===== src/rtl/vga_timing_pkg.sv =====
//------------------------------------------------------------------------------
// Module  : vga_timing_pkg
// Brief   : 640x480@60 default raster constants, shared types and clog2 helper.
// Revision: 1.0 - initial release
//------------------------------------------------------------------------------
`default_nettype none

package vga_timing_pkg;

    localparam int c_H_ACTIVE   = 640;
    localparam int c_H_FP       = 16;
    localparam int c_H_SYNC     = 96;
    localparam int c_H_BP       = 48;
    localparam int c_H_TOTAL    = c_H_ACTIVE + c_H_FP + c_H_SYNC + c_H_BP;

    localparam int c_V_ACTIVE   = 480;
    localparam int c_V_FP       = 10;
    localparam int c_V_SYNC     = 2;
    localparam int c_V_BP       = 33;
    localparam int c_V_TOTAL    = c_V_ACTIVE + c_V_FP + c_V_SYNC + c_V_BP;

    localparam logic c_SYNC_POL   = 1'b0;
    localparam int   c_FETCH_LEAD = 2;
    localparam int   c_COLOR_W    = 8;
    localparam int   c_REQ_X_W    = 10;
    localparam int   c_REQ_Y_W    = 9;

    // Timing bits carried alongside the pixel fetch latency.
    typedef struct packed {
        logic hs;
        logic vs;
        logic blank_n;
        logic fs;
    } timing_bits_t;

    function automatic int clog2(input int value);
        int result;
        int remain;
        result = 0;
        remain = value - 1;
        while (remain > 0) begin
            result = result + 1;
            remain = remain >> 1;
        end
        return result;
    endfunction

endpackage

`default_nettype wire


===== src/rtl/vga_timing_generator_if.sv =====
//------------------------------------------------------------------------------
// Module  : vga_timing_generator_if
// Brief   : Pixel-fetch request/return bus plus VGA DAC output bundle.
// Revision: 1.0 - initial release
//------------------------------------------------------------------------------
`default_nettype none

interface vga_timing_generator_if
    import vga_timing_pkg::*;
#(
    parameter int COLOR_W = c_COLOR_W
);

    logic                 pixel_req;
    logic [c_REQ_X_W-1:0] req_x;
    logic [c_REQ_Y_W-1:0] req_y;
    logic [COLOR_W-1:0]   pixel_r;
    logic [COLOR_W-1:0]   pixel_g;
    logic [COLOR_W-1:0]   pixel_b;
    logic [COLOR_W-1:0]   vga_r;
    logic [COLOR_W-1:0]   vga_g;
    logic [COLOR_W-1:0]   vga_b;
    logic                 vga_hs;
    logic                 vga_vs;
    logic                 vga_blank_n;
    logic                 vga_sync_n;
    logic                 frame_start;

    modport master (
        output pixel_req, req_x, req_y,
        input  pixel_r, pixel_g, pixel_b,
        output vga_r, vga_g, vga_b, vga_hs, vga_vs, vga_blank_n, vga_sync_n, frame_start
    );

    modport slave (
        input  pixel_req, req_x, req_y,
        output pixel_r, pixel_g, pixel_b,
        input  vga_r, vga_g, vga_b, vga_hs, vga_vs, vga_blank_n, vga_sync_n, frame_start
    );

endinterface

`default_nettype wire


===== src/rtl/vga_delay_line.sv =====
//------------------------------------------------------------------------------
// Module  : vga_delay_line
// Brief   : WIDTH x DEPTH shift register with async clear to a supplied value.
// Revision: 1.0 - initial release
//------------------------------------------------------------------------------
`default_nettype none

module vga_delay_line #(
    parameter int WIDTH = 4,
    parameter int DEPTH = 2
) (
    input  logic             clock_in,
    input  logic             aresetn,
    input  logic [WIDTH-1:0] reset_value,
    input  logic [WIDTH-1:0] din,
    output logic [WIDTH-1:0] dout
);

    logic [WIDTH-1:0] r_stage [DEPTH];

    always_ff @(posedge clock_in or negedge aresetn) begin
        if (!aresetn) begin
            for (int i = 0; i < DEPTH; i++) begin
                r_stage[i] <= reset_value;
            end
        end else begin
            r_stage[0] <= din;
            for (int i = 1; i < DEPTH; i++) begin
                r_stage[i] <= r_stage[i-1];
            end
        end
    end

    assign dout = r_stage[DEPTH-1];

endmodule

`default_nettype wire


===== src/rtl/vga_timing_generator.sv =====
//------------------------------------------------------------------------------
// Module  : vga_timing_generator
// Brief   : Raster counters, lead-time pixel fetch requests and aligned VGA outputs.
// Revision: 1.0 - initial release
//------------------------------------------------------------------------------
`default_nettype none

module vga_timing_generator
    import vga_timing_pkg::*;
#(
    parameter int   H_ACTIVE   = c_H_ACTIVE,
    parameter int   H_FP       = c_H_FP,
    parameter int   H_SYNC     = c_H_SYNC,
    parameter int   H_BP       = c_H_BP,
    parameter int   V_ACTIVE   = c_V_ACTIVE,
    parameter int   V_FP       = c_V_FP,
    parameter int   V_SYNC     = c_V_SYNC,
    parameter int   V_BP       = c_V_BP,
    parameter logic SYNC_POL   = c_SYNC_POL,
    parameter int   FETCH_LEAD = c_FETCH_LEAD
) (
    input  logic                          clock_in,
    input  logic                          aresetn,
    input  logic                          enable,
    vga_timing_generator_if.master        bus
);

    localparam int c_H_TOTAL = H_ACTIVE + H_FP + H_SYNC + H_BP;
    localparam int c_V_TOTAL = V_ACTIVE + V_FP + V_SYNC + V_BP;
    localparam int c_HW      = clog2(c_H_TOTAL);
    localparam int c_VW      = clog2(c_V_TOTAL);

    localparam logic [c_HW-1:0] c_H_LAST     = c_HW'(c_H_TOTAL - 1);
    localparam logic [c_HW-1:0] c_H_ACT      = c_HW'(H_ACTIVE);
    localparam logic [c_HW-1:0] c_HS_START   = c_HW'(H_ACTIVE + H_FP);
    localparam logic [c_HW-1:0] c_HS_END     = c_HW'(H_ACTIVE + H_FP + H_SYNC);
    localparam logic [c_VW-1:0] c_V_LAST     = c_VW'(c_V_TOTAL - 1);
    localparam logic [c_VW-1:0] c_V_ACT      = c_VW'(V_ACTIVE);
    localparam logic [c_VW-1:0] c_VS_START   = c_VW'(V_ACTIVE + V_FP);
    localparam logic [c_VW-1:0] c_VS_END     = c_VW'(V_ACTIVE + V_FP + V_SYNC);
    localparam timing_bits_t    c_IDLE_BITS  = '{hs: ~SYNC_POL, vs: ~SYNC_POL, blank_n: 1'b0, fs: 1'b0};

    logic [c_HW-1:0] r_h_cnt;
    logic [c_VW-1:0] r_v_cnt;
    logic            w_active;
    timing_bits_t    w_raw;
    timing_bits_t    w_dly;

    always_ff @(posedge clock_in or negedge aresetn) begin
        if (!aresetn) begin
            r_h_cnt <= '0;
            r_v_cnt <= '0;
        end else if (!enable) begin
            r_h_cnt <= '0;
            r_v_cnt <= '0;
        end else if (r_h_cnt == c_H_LAST) begin
            r_h_cnt <= '0;
            r_v_cnt <= (r_v_cnt == c_V_LAST) ? '0 : r_v_cnt + 1'b1;
        end else begin
            r_h_cnt <= r_h_cnt + 1'b1;
        end
    end

    // Raw timing is forced idle while disabled so the pipeline drains to blank.
    always_comb begin
        w_raw         = c_IDLE_BITS;
        w_active      = (r_h_cnt < c_H_ACT) && (r_v_cnt < c_V_ACT);
        w_raw.blank_n = w_active && enable;
        w_raw.fs      = enable && (r_h_cnt == '0) && (r_v_cnt == '0);
        if (enable && (r_h_cnt >= c_HS_START) && (r_h_cnt < c_HS_END)) begin
            w_raw.hs = SYNC_POL;
        end
        if (enable && (r_v_cnt >= c_VS_START) && (r_v_cnt < c_VS_END)) begin
            w_raw.vs = SYNC_POL;
        end
    end

    // Request is masked by reset directly so it drops the moment reset asserts.
    assign bus.pixel_req = w_raw.blank_n && aresetn;
    assign bus.req_x     = bus.pixel_req ? c_REQ_X_W'(r_h_cnt) : '0;
    assign bus.req_y     = bus.pixel_req ? c_REQ_Y_W'(r_v_cnt) : '0;
    assign bus.vga_sync_n = 1'b0;

    vga_delay_line #(
        .WIDTH ($bits(timing_bits_t)),
        .DEPTH (FETCH_LEAD)
    ) u_delay (
        .clock_in    (clock_in),
        .aresetn     (aresetn),
        .reset_value (c_IDLE_BITS),
        .din         (w_raw),
        .dout        (w_dly)
    );

    always_ff @(posedge clock_in or negedge aresetn) begin
        if (!aresetn) begin
            bus.vga_r       <= '0;
            bus.vga_g       <= '0;
            bus.vga_b       <= '0;
            bus.vga_hs      <= ~SYNC_POL;
            bus.vga_vs      <= ~SYNC_POL;
            bus.vga_blank_n <= 1'b0;
            bus.frame_start <= 1'b0;
        end else begin
            bus.vga_r       <= w_dly.blank_n ? bus.pixel_r : '0;
            bus.vga_g       <= w_dly.blank_n ? bus.pixel_g : '0;
            bus.vga_b       <= w_dly.blank_n ? bus.pixel_b : '0;
            bus.vga_hs      <= w_dly.hs;
            bus.vga_vs      <= w_dly.vs;
            bus.vga_blank_n <= w_dly.blank_n;
            bus.frame_start <= w_dly.fs;
        end
    end

endmodule

`default_nettype wire

===== src/flat_wrapper.sv =====
// flat-port wrapper written by rule: the top's interface ports become plain ports
module vga_timing_generator_flat import vga_timing_pkg::*;
#(
    parameter int   H_ACTIVE   = c_H_ACTIVE,
    parameter int   H_FP       = c_H_FP,
    parameter int   H_SYNC     = c_H_SYNC,
    parameter int   H_BP       = c_H_BP,
    parameter int   V_ACTIVE   = c_V_ACTIVE,
    parameter int   V_FP       = c_V_FP,
    parameter int   V_SYNC     = c_V_SYNC,
    parameter int   V_BP       = c_V_BP,
    parameter logic SYNC_POL   = c_SYNC_POL,
    parameter int   FETCH_LEAD = c_FETCH_LEAD
)
  (clock_in, aresetn, enable, bus_pixel_req, bus_req_x, bus_req_y, bus_pixel_r, bus_pixel_g, bus_pixel_b, bus_vga_r, bus_vga_g, bus_vga_b, bus_vga_hs, bus_vga_vs, bus_vga_blank_n, bus_vga_sync_n, bus_frame_start);
  vga_timing_generator_if bus_i ();
  input  logic clock_in;
  input  logic aresetn;
  input  logic enable;
  output wire logic [$bits(bus_i.pixel_req)-1:0] bus_pixel_req;
  output wire logic [$bits(bus_i.req_x)-1:0] bus_req_x;
  output wire logic [$bits(bus_i.req_y)-1:0] bus_req_y;
  input wire logic [$bits(bus_i.pixel_r)-1:0] bus_pixel_r;
  input wire logic [$bits(bus_i.pixel_g)-1:0] bus_pixel_g;
  input wire logic [$bits(bus_i.pixel_b)-1:0] bus_pixel_b;
  output wire logic [$bits(bus_i.vga_r)-1:0] bus_vga_r;
  output wire logic [$bits(bus_i.vga_g)-1:0] bus_vga_g;
  output wire logic [$bits(bus_i.vga_b)-1:0] bus_vga_b;
  output wire logic [$bits(bus_i.vga_hs)-1:0] bus_vga_hs;
  output wire logic [$bits(bus_i.vga_vs)-1:0] bus_vga_vs;
  output wire logic [$bits(bus_i.vga_blank_n)-1:0] bus_vga_blank_n;
  output wire logic [$bits(bus_i.vga_sync_n)-1:0] bus_vga_sync_n;
  output wire logic [$bits(bus_i.frame_start)-1:0] bus_frame_start;
  assign bus_pixel_req = bus_i.pixel_req;
  assign bus_req_x = bus_i.req_x;
  assign bus_req_y = bus_i.req_y;
  assign bus_i.pixel_r = bus_pixel_r;
  assign bus_i.pixel_g = bus_pixel_g;
  assign bus_i.pixel_b = bus_pixel_b;
  assign bus_vga_r = bus_i.vga_r;
  assign bus_vga_g = bus_i.vga_g;
  assign bus_vga_b = bus_i.vga_b;
  assign bus_vga_hs = bus_i.vga_hs;
  assign bus_vga_vs = bus_i.vga_vs;
  assign bus_vga_blank_n = bus_i.vga_blank_n;
  assign bus_vga_sync_n = bus_i.vga_sync_n;
  assign bus_frame_start = bus_i.frame_start;
  vga_timing_generator #(.H_ACTIVE(H_ACTIVE), .H_FP(H_FP), .H_SYNC(H_SYNC), .H_BP(H_BP), .V_ACTIVE(V_ACTIVE), .V_FP(V_FP), .V_SYNC(V_SYNC), .V_BP(V_BP), .SYNC_POL(SYNC_POL), .FETCH_LEAD(FETCH_LEAD)) u_core (.clock_in(clock_in), .aresetn(aresetn), .enable(enable), .bus(bus_i));
endmodule

===== config.mk =====
export PLATFORM = sky130hd
export DESIGN_NAME = vga_timing_generator_flat
export DESIGN_NICKNAME = d
export VERILOG_FILES = /design/src/rtl/vga_timing_pkg.sv /design/src/rtl/vga_timing_generator_if.sv /design/src/rtl/vga_delay_line.sv /design/src/rtl/vga_timing_generator.sv /design/src/flat_wrapper.sv
export SDC_FILE = /design/constraint.sdc
export NUM_CORES = 1
export LEC_CHECK = 0
export ABC_AREA = 1
export BUFFER_PORTS_ARGS = -buffer_cell sky130_fd_sc_hd__buf_4
export CORE_MARGIN = 2
export CORE_UTILIZATION = 24
export DETAILED_ROUTE_END_ITERATION = 12
export PLACE_DENSITY = 0.51
export REMOVE_ABC_BUFFERS = 1
export SYNTH_ARGS = -nofsm -noshare
export SYNTH_HDL_FRONTEND = slang
export SYNTH_SLANG_ARGS = --single-unit

===== constraint.sdc =====
create_clock -name clock_in -period 1.5 [get_ports clock_in]
set_input_delay 0.075 -clock clock_in [delete_from_list [all_inputs] [get_ports clock_in]]
set_output_delay 0.075 -clock clock_in [all_outputs]
set_load 0.01 [all_outputs]

==> results of run 1 <==
==> final cells by class <==
| cell class | count | area, sq um |
|---|---|---|
| Fill cell | 1074 | 6460 |
| Sequential cell | 56 | 1410 |
| Timing Repair Buffer | 131 | 1090 |
| Multi-Input combinational cell | 176 | 917 |
| Inverter | 60 | 230 |
| Tap cell | 136 | 170 |
| Clock buffer | 5 | 68.8 |
| Clock inverter | 3 | 21.3 |
==> per-layer routing <==
layer / up-vias / part of all wire, % / GRT usage [%]
li1: 1152 / - / -
met1: 1056 / 45 / 14.2
met2: 75 / 47 / 19.6
met3: 4 / 6.5 / 2.85
met4: 0 / 0.59 / 2.47
met5: - / 0 / 0
==> timing repair <==
action	4_1_cts	5_1_grt
setup endpoints to repair	20	31
hold buffers	25	0
pin swaps	1	3
resized for setup	4	27
buffers inserted	6	8
hold endpoints to repair	74	0
==> layout by cell type (no fill, tap or decap), drive strengths merged <==
master	instances
clkbuf	5
dlygate4sd3	25
clkinv	1
nor2	46
a21oi	2
nand4	9
nand2	80
buf	106
conb	1
o21ai	8
dfrtp	50
and2	1
dfstp	6
o211ai	2
ha	4
xor2	3
nor4	1
nor3	2
clkinvlp	1
inv	61
nor3b	2
nand3	15
==> worst reg2reg max path, cell delays in order (launching register included) <==
cell	delay, ns
dfrtp_1	0.41
buf_4	0.16
inv_4	0.07
nand2_2	0.07
nor2_1	0.10
nand2_1	0.09
nand2_4	0.15
buf_4	0.14
nand2_1	0.04
nand2_1	0.05
inv_1	0.03
==> flip-flops by register name, summed over array words and instances, names as in the netlist <==
name and flops:
u_core.u_delay.r_stage 4, u_core.bus.frame_start 1, u_core.r_v_cnt 10, u_core.u_delay.dout 4, u_core.bus.vga_g 8, u_core.r_h_cnt 10
u_core.bus.vga_b 8, u_core.bus.vga_blank_n 1, u_core.bus.vga_hs 1, u_core.bus.vga_r 8, u_core.bus.vga_vs 1
==> path summary, 6_finish.rpt <==
| path | startpoint | end | slack, ns | depth (start not counted) |
|---|---|---|---|---|
| setup reg to reg | u_core.r_h_cnt[7]$_DFF_PN0_ | u_core.r_v_cnt[9]$_DFFE_PN0P_ | 0.10 | 10 |
| min in group asynchronous | aresetn | u_core.bus.vga_blank_n$_DFF_PN0_ | 0.50 | 3 |
| setup / recovery | u_core.r_v_cnt[9]$_DFFE_PN0P_ | bus_req_x[8] | -0.17 | 7 |
| hold reg to reg | u_core.u_delay.dout[2]$_DFF_PN1_ | u_core.bus.vga_vs$_DFF_PN1_ | 0.36 | 0 |
| hold / removal | enable | u_core.r_v_cnt[8]$_DFFE_PN0P_ | 0.11 | 3 |
| max in group asynchronous | aresetn | u_core.r_h_cnt[9]$_DFF_PN0_ | 0.51 | 3 |
==> synth_stat cells <==
cell	instances	area [sq um]
conb_1	1	3.75
o211ai_1	2	15.0
nor2_1	25	93.8
dfrtp_1	50	1250
dfstp_2	6	158
nor3b_2	1	12.5
o21ai_0	6	30.0
xor2_1	3	26.3
buf_4	1	7.51
nand3_1	15	75.1
a21oi_1	2	10.0
o21ai_1	2	10.0
inv_2	2	7.51
nand2_1	78	293
ha_1	4	50.1
nand2_2	2	12.5
buf_2	2	10.0
nor4_1	1	6.26
nand4_1	9	56.3
buf_6	4	45.0
nor3b_1	1	7.51
and2_1	1	6.26
nor3_1	2	10.0
clkbuf_1	2	7.51
inv_1	58	218
nor2_2	19	119
nor2_4	2	22.5
==> stage by stage <==
step           hold WS, ns  power, mW  instances
6_report             0.111       2.91        567
5_1_grt              0.119       3.08        567
4_1_cts              0.105       2.91        559
3_5_place_dp         0.268       2.00        520
3_3_place_gp         0.268       2.00        520
2_1_floorplan       -0.221       1.78        292
==> power groups by stage <==
stage                     registers, mW  logic [mW]  clock network, mW
after global placement             1.64       0.359                  0
after global routing               1.63       0.499              0.950
after detailed placement           1.64       0.359                  0
after floorplan                    1.66       0.122                  0
after CTS                          1.61       0.417              0.885
final                              1.62       0.448              0.841
==> cell families after synthesis <==
group                    synth area share (%)
AO/OA/AOI/OAI                            2.54
XOR/XNOR                                 1.03
adder cells (fa/ha/maj)                  1.95
buffers and inverters                    11.5
flip-flops                               55.0
other                                   0.146
AND/OR/NAND/NOR                          27.9
==> run summary, run 1 <==
The run finished, with violations left. The final reports fail on setup timing. Once detailed placement completed, the half-perimeter wirelength came to between 4000 and 5000 um.

The proportion of power drawn by combinational gates came out at approximately 15%. The maximum buffer depth of the clock tree is 2. The final-report hold violation count was 0.

In this design, the critical path's most frequently occurring cell is nand2_2. The timing-limited maximum frequency came out at 600 MHz. The net switching share of the total power came out at roughly a quarter.

The die covers between 10000 and 15000 sq um. The global-route wire length before repair came out at 10500 um. The layout cell share with drive strength beyond 1 came out at about 37%.

The post-placement setup slack is around 0.055 ns. After global routing the overflow that remains totals 0. The max-capacitance violation count is 0. Setup repair after global routing could not meet its margin everywhere. The vertical die dimension came out at 107 um. The number of synthesized register bits came out at between 50 and 60.

The final design instance area without fill came out at between 3000 and 4000 sq um. Summing all placed instances gives a cell area of between 3000 and 4000 sq um. The buffering stage count on the worst path with inverters included came out at 3. The effective utilization at floorplan is roughly a quarter. Broken down by cell family, the worst path's largest delay share belongs to simple AND/OR/NAND/NOR gates. Dividing the final minimum period by the clock period gives 111%.

Walking the worst path, the cells encountered are inv_2 > nand2_2 > nor3b_2 > nand2_2 > buf_6 > nor2_2 > buf_4. The final count of pins violating max slew is 0. The total negative slack for setup checks came out at -2.99 ns. For this design the total switching power over the nets is 766 uW. Entering global routing, the biggest net connects 57 pins. The number of violations reported at the end of detailed-routing iteration 0 is approximately 140. The number of sinks on the clock net came out at 56. The final worst setup slack is -0.166 ns. The biggest cell delay along the critical path is ~0.42 ns. The arrival time of the worst setup path is approximately 1.6 ns. TritonCTS built the clock tree. The category of the worst setup path capture point is a primary output. The clock root buffer master is clkbuf_8. After layout, the minimum clock period comes to approximately 1.7 ns.

The number of distinct library cell variants in the gate-level netlist after synthesis came out at 27. In this run the cell area of the synthesized design comes to about 2600 sq um. The H-tree level count is 2. The average vias per placed instance came out at slightly above 4. The via count is approximately 2300.

The post-synthesis to final-layout area growth came out at 52.6%. The leakage power figure is 2.07 nW. The number of nets with antenna violations after detailed routing is 0. The pre-antenna-repair detailed-routing pass consisted of 6 iterations. For this run, the number of Yosys warnings is 0. In this run the core area contains 37 standard-cell rows. At the end of routability-driven placement, the weighted congestion stood at 0.820. The post-detailed-route wirelength per cell is between 10 and 15 um.

The all-layer global routing usage is between 10 and 15%. The internal power component is between 2 and 2.5 mW. At the pin with the least slew margin, the transition time is 0.756 ns. The tightest slew margin relative to the limit is a little under 50%. The sequential share of the synthesized area is a little over half.

During I/O placement, the number of pins put on the boundary was 76. Across the VDD grid, the largest voltage drop is 468 uV. TritonCTS created 5 clock buffers. The number of buffers inserted by port buffering is 74. The clock latency on the worst-skew pair came out at 0.31 ns. The class of the tightest hold or removal check is input port to register. After clock tree synthesis, the clock-pin slew on the worst setup and hold paths is 0.11 ns. The post-route core utilization came out at ~38%. The count of antenna diodes in the layout came out at 0.

The count of mapped cells out of synthesis came out at about 300. Data on the critical path is required at its endpoint by around 1.4 ns. The cell with the biggest individual delay on the critical path is dfrtp_1. The maximum fanout along the worst path is 10. The residual DRC count came out at 0. The floorplan die width is between 100 and 150 um. The final layout contains approximately 460 nets. The core region is between 10000 and 15000 sq um. The clock network fraction of design power came out at 28.9%. The initial antenna violation count was 0. The final setup violation count is 20.

The final layout contains routed wiring with a total length of 6580 um. STA classifies the critical path startpoint as a register. The mean instance size in the synthesized netlist is ~8.5 sq um. The power density over the cells is 743 nW/um^2. The type of the setup path with the least slack is register to primary output.

The number of global-route vias before repair is about 2200. The worst clock skew on the final layout is around 0.01 ns. The sequential group share of total power is around 56%.
No activity file was read; power rests on OpenSTA's default activity.
==> inputs of run 2 (changes only) <==
- SETUP_SLACK_MARGIN: unset -> 0.1
==> run 2 against run 1 <==
Worst hold slack gained 0.0072 ns. Worst setup slack lost 0.0022 ns. The run still ends with setup timing left. Critical endpoint unchanged. Non-clock buffer count is the same. Utilization grew 0.46 points. Largest power group unchanged.
==> run summary, run 2 (same netlist as run 1, synthesis figures left out) <==
In this run the power spent charging and discharging nets is ~770 uW. The number of buffers inserted by port buffering came out at 74. After global routing the overflow that remains totals 0. The area enclosed by the die boundary is between 10000 and 15000 sq um. Registers are responsible for 55.6% of the overall power. The clock-pin slew on the worst setup and hold paths is approximately 0.11 ns.

Once the floorplan was initialized, standard cells occupied roughly a quarter of the core. The final-report hold violation count was 0. In the routed design, unresolved DRC markers number 0. Compared with the post-synthesis result, the final layout area differs by 54.4%. The launch point of the worst path is u_core.r_v_cnt[9]$_DFFE_PN0P_. The post-route core utilization is about two fifths. The H-tree level count is 2. Of the cells placed in the final design, the portion with a size suffix greater than 1 is about two fifths.

Clock latency on the worst-skew pair, taken at its later pin, is roughly 0.31 ns. The endpoint identified for the worst register-to-register timing path is u_core.r_v_cnt[0]$_DFFE_PN0P_. The run finished, with violations left. The tightest slew margin relative to the limit is between 40% and 50%. Setup repair after global routing could not meet its margin everywhere. The maximum fanout along the worst path is 10. The average vias per placed instance is 4.06.

Summed over all failing endpoints, the final setup total negative slack is -3.01 ns. The global-route wire length before repair is roughly 11000 um. The power density over the cells came out at about 740 nW/um^2. After detailed routing, the average wire length per cell comes to between 10 and 15 um. The floorplan die width is between 100 and 150 um.

In this run the standard cell core region covers between 10000 and 15000 sq um. The internal power component is between 2 and 2.5 mW. Measured in cells, the most critical reg-to-reg path has a length of 9. The critical path is of the register to primary output type.

Setup slack on the critical path of the routed design comes to -0.168 ns. The maximum buffer depth of the clock tree came out at 2. The initial antenna violation count came out at 0.

The proportion of power drawn by combinational gates came out at between 10% and 20%. The number of nets with antenna violations after detailed routing came out at 0. The number of sinks on the clock net came out at 56. The net count of the finished layout is roughly 460. STA classifies the critical path endpoint as a primary output. The checks that failed: setup timing. In the final layout, the registers with the most flip-flops are u_core.r_h_cnt x10, u_core.r_v_cnt x10. In the global route stage, overall resource usage came out at between 10% and 20%. The final count of pins violating max slew came out at 0. The most common library cell in the layout ignoring fill and taps is buf_4. The leakage power figure came out at roughly 2.1 nW. The count of antenna diodes in the layout came out at 0.

The startpoint identified for the worst register-to-register timing path is u_core.r_h_cnt[7]$_DFF_PN0_. At the pin with the least slew margin, the transition time is ~0.77 ns. The number of standard cells in the final layout excluding fillers is 568. The via count came out at about 2300.

The final worst-path cycle share is 111%. Across the run, the number of max-cap violations was 0. The timing-limited maximum frequency came out at roughly 600 MHz. The number of fill cells in the layout is roughly 1100. The placed instance count came out at 520. The post-placement setup slack is about 0.055 ns. The number of global-route vias before repair is roughly 2200. The clock root buffer master is clkbuf_8. The clock network fraction of design power is 28.8%. The final setup violation count came out at 20. The arrival time of the worst setup path is between 1.5 and 2 ns. In this run the worst setup path terminates at bus_req_x[8]. Entering global routing, the biggest net connects 57 pins.

The length of the first detailed-routing pass in iterations came out at 4. The number of violations reported at the end of detailed-routing iteration 0 is 181. From bottom edge to top edge, the die measures 107 um. IR analysis of the VDD net gives a maximum drop of around 470 uV. The min-delay analysis places its worst path in the category input port to register.

TritonCTS built the clock tree. The worst clock skew on the final layout is roughly 0.010 ns. The global placement routability congestion is 0.820. The number of rows created at floorplan is 37. Detailed placement finished with a half-perimeter wire length of between 4000 and 5000 um. In this run switching power makes up about a quarter of total power.

The clock period minus final worst setup slack is approximately 1.7 ns. For the worst setup path, the data required time is approximately 1.4 ns. The worst-case register-to-register setup slack came out at ~0.09 ns.

For this design the top-level I/O count stands at 76. Leaving out fill and tap cells, the most frequent cells in the layout are buf_4, nand2_1, inv_1. The TritonCTS buffer count is 5.

The worst hold slack after final layout is approximately 0.12 ns. The detailed-route wire length is approximately 6700 um. The worst setup path is launched from a register.
run 2: layout make-up:
cell class / instances / area, sq um / area share, %
clock inverter: 3 / 21.3 / 0.537
inverter: 60 / 238 / 6.01
timing repair buffer: 131 / 1090 / 27.6
sequential: 56 / 1410 / 35.7
clock buffer: 5 / 68.8 / 1.74
tap: 136 / 170 / 4.30
multi-input combinational: 177 / 956 / 24.1
run 2: through the flow:
step | area [sq um] | total power [mW]
after floorplan | 2490 | 1.78
after global placement | 3370 | 2.00
after detailed placement | 3370 | 2.00
after CTS | 3800 | 2.92
after global routing | 3960 | 3.08
final | 3960 | 2.91
run 2: worst max-delay path, stage by stage, from the launching register on:
cell and delay (ns):
dfrtp_1 0.42, inv_2 0.07, nand2_2 0.06, nor3b_2 0.24
nand2_2 0.11, buf_6 0.17, nor2_2 0.08, buf_4 0.13
run 2: power groups by stage:
stage	sequential (mW)	clock, mW	combinational [mW]
floorplan	1.66	0	0.122
global placement	1.64	0	0.359
detailed placement	1.64	0	0.359
CTS	1.61	0.885	0.423
global route	1.63	0.942	0.508
finish	1.62	0.839	0.456
run 2: worst min-delay path by stage:
stage / depth (start not counted) / start / slack, ns / endpoint
6_report: 3 / enable / 0.12 / u_core.r_v_cnt[8]$_DFFE_PN0P_
5_1_grt: 3 / enable / 0.13 / u_core.r_v_cnt[5]$_DFFE_PN0P_
4_1_cts: 3 / enable / 0.11 / u_core.r_v_cnt[8]$_DFFE_PN0P_
3_5_place_dp: 3 / bus_pixel_g[0] / 0.27 / u_core.bus.vga_g[0]$_DFF_PN0_
3_3_place_gp: 3 / bus_pixel_r[3] / 0.27 / u_core.bus.vga_r[3]$_DFF_PN0_
2_1_floorplan: 0 / aresetn / -0.22 / u_core.bus.frame_start$_DFF_PN0_
run 2: metal layers:
metal  track usage [%]  share of wire (%)  up-vias
met5                 0                  0        -
met4              2.56                1.2        0
met3              2.97                6.8        7
met2              20.3                 48       76
met1              14.3                 44     1068
li1                  -                  -     1153
run 2: repair_timing:
action	4_1_cts	5_1_grt
endpoints found under the hold margin	74	0
cloned	1	0
resized for setup	12	34
endpoints found under the setup margin	28	38
hold buffers	25	0
pin swaps	3	7
buffers inserted	7	7
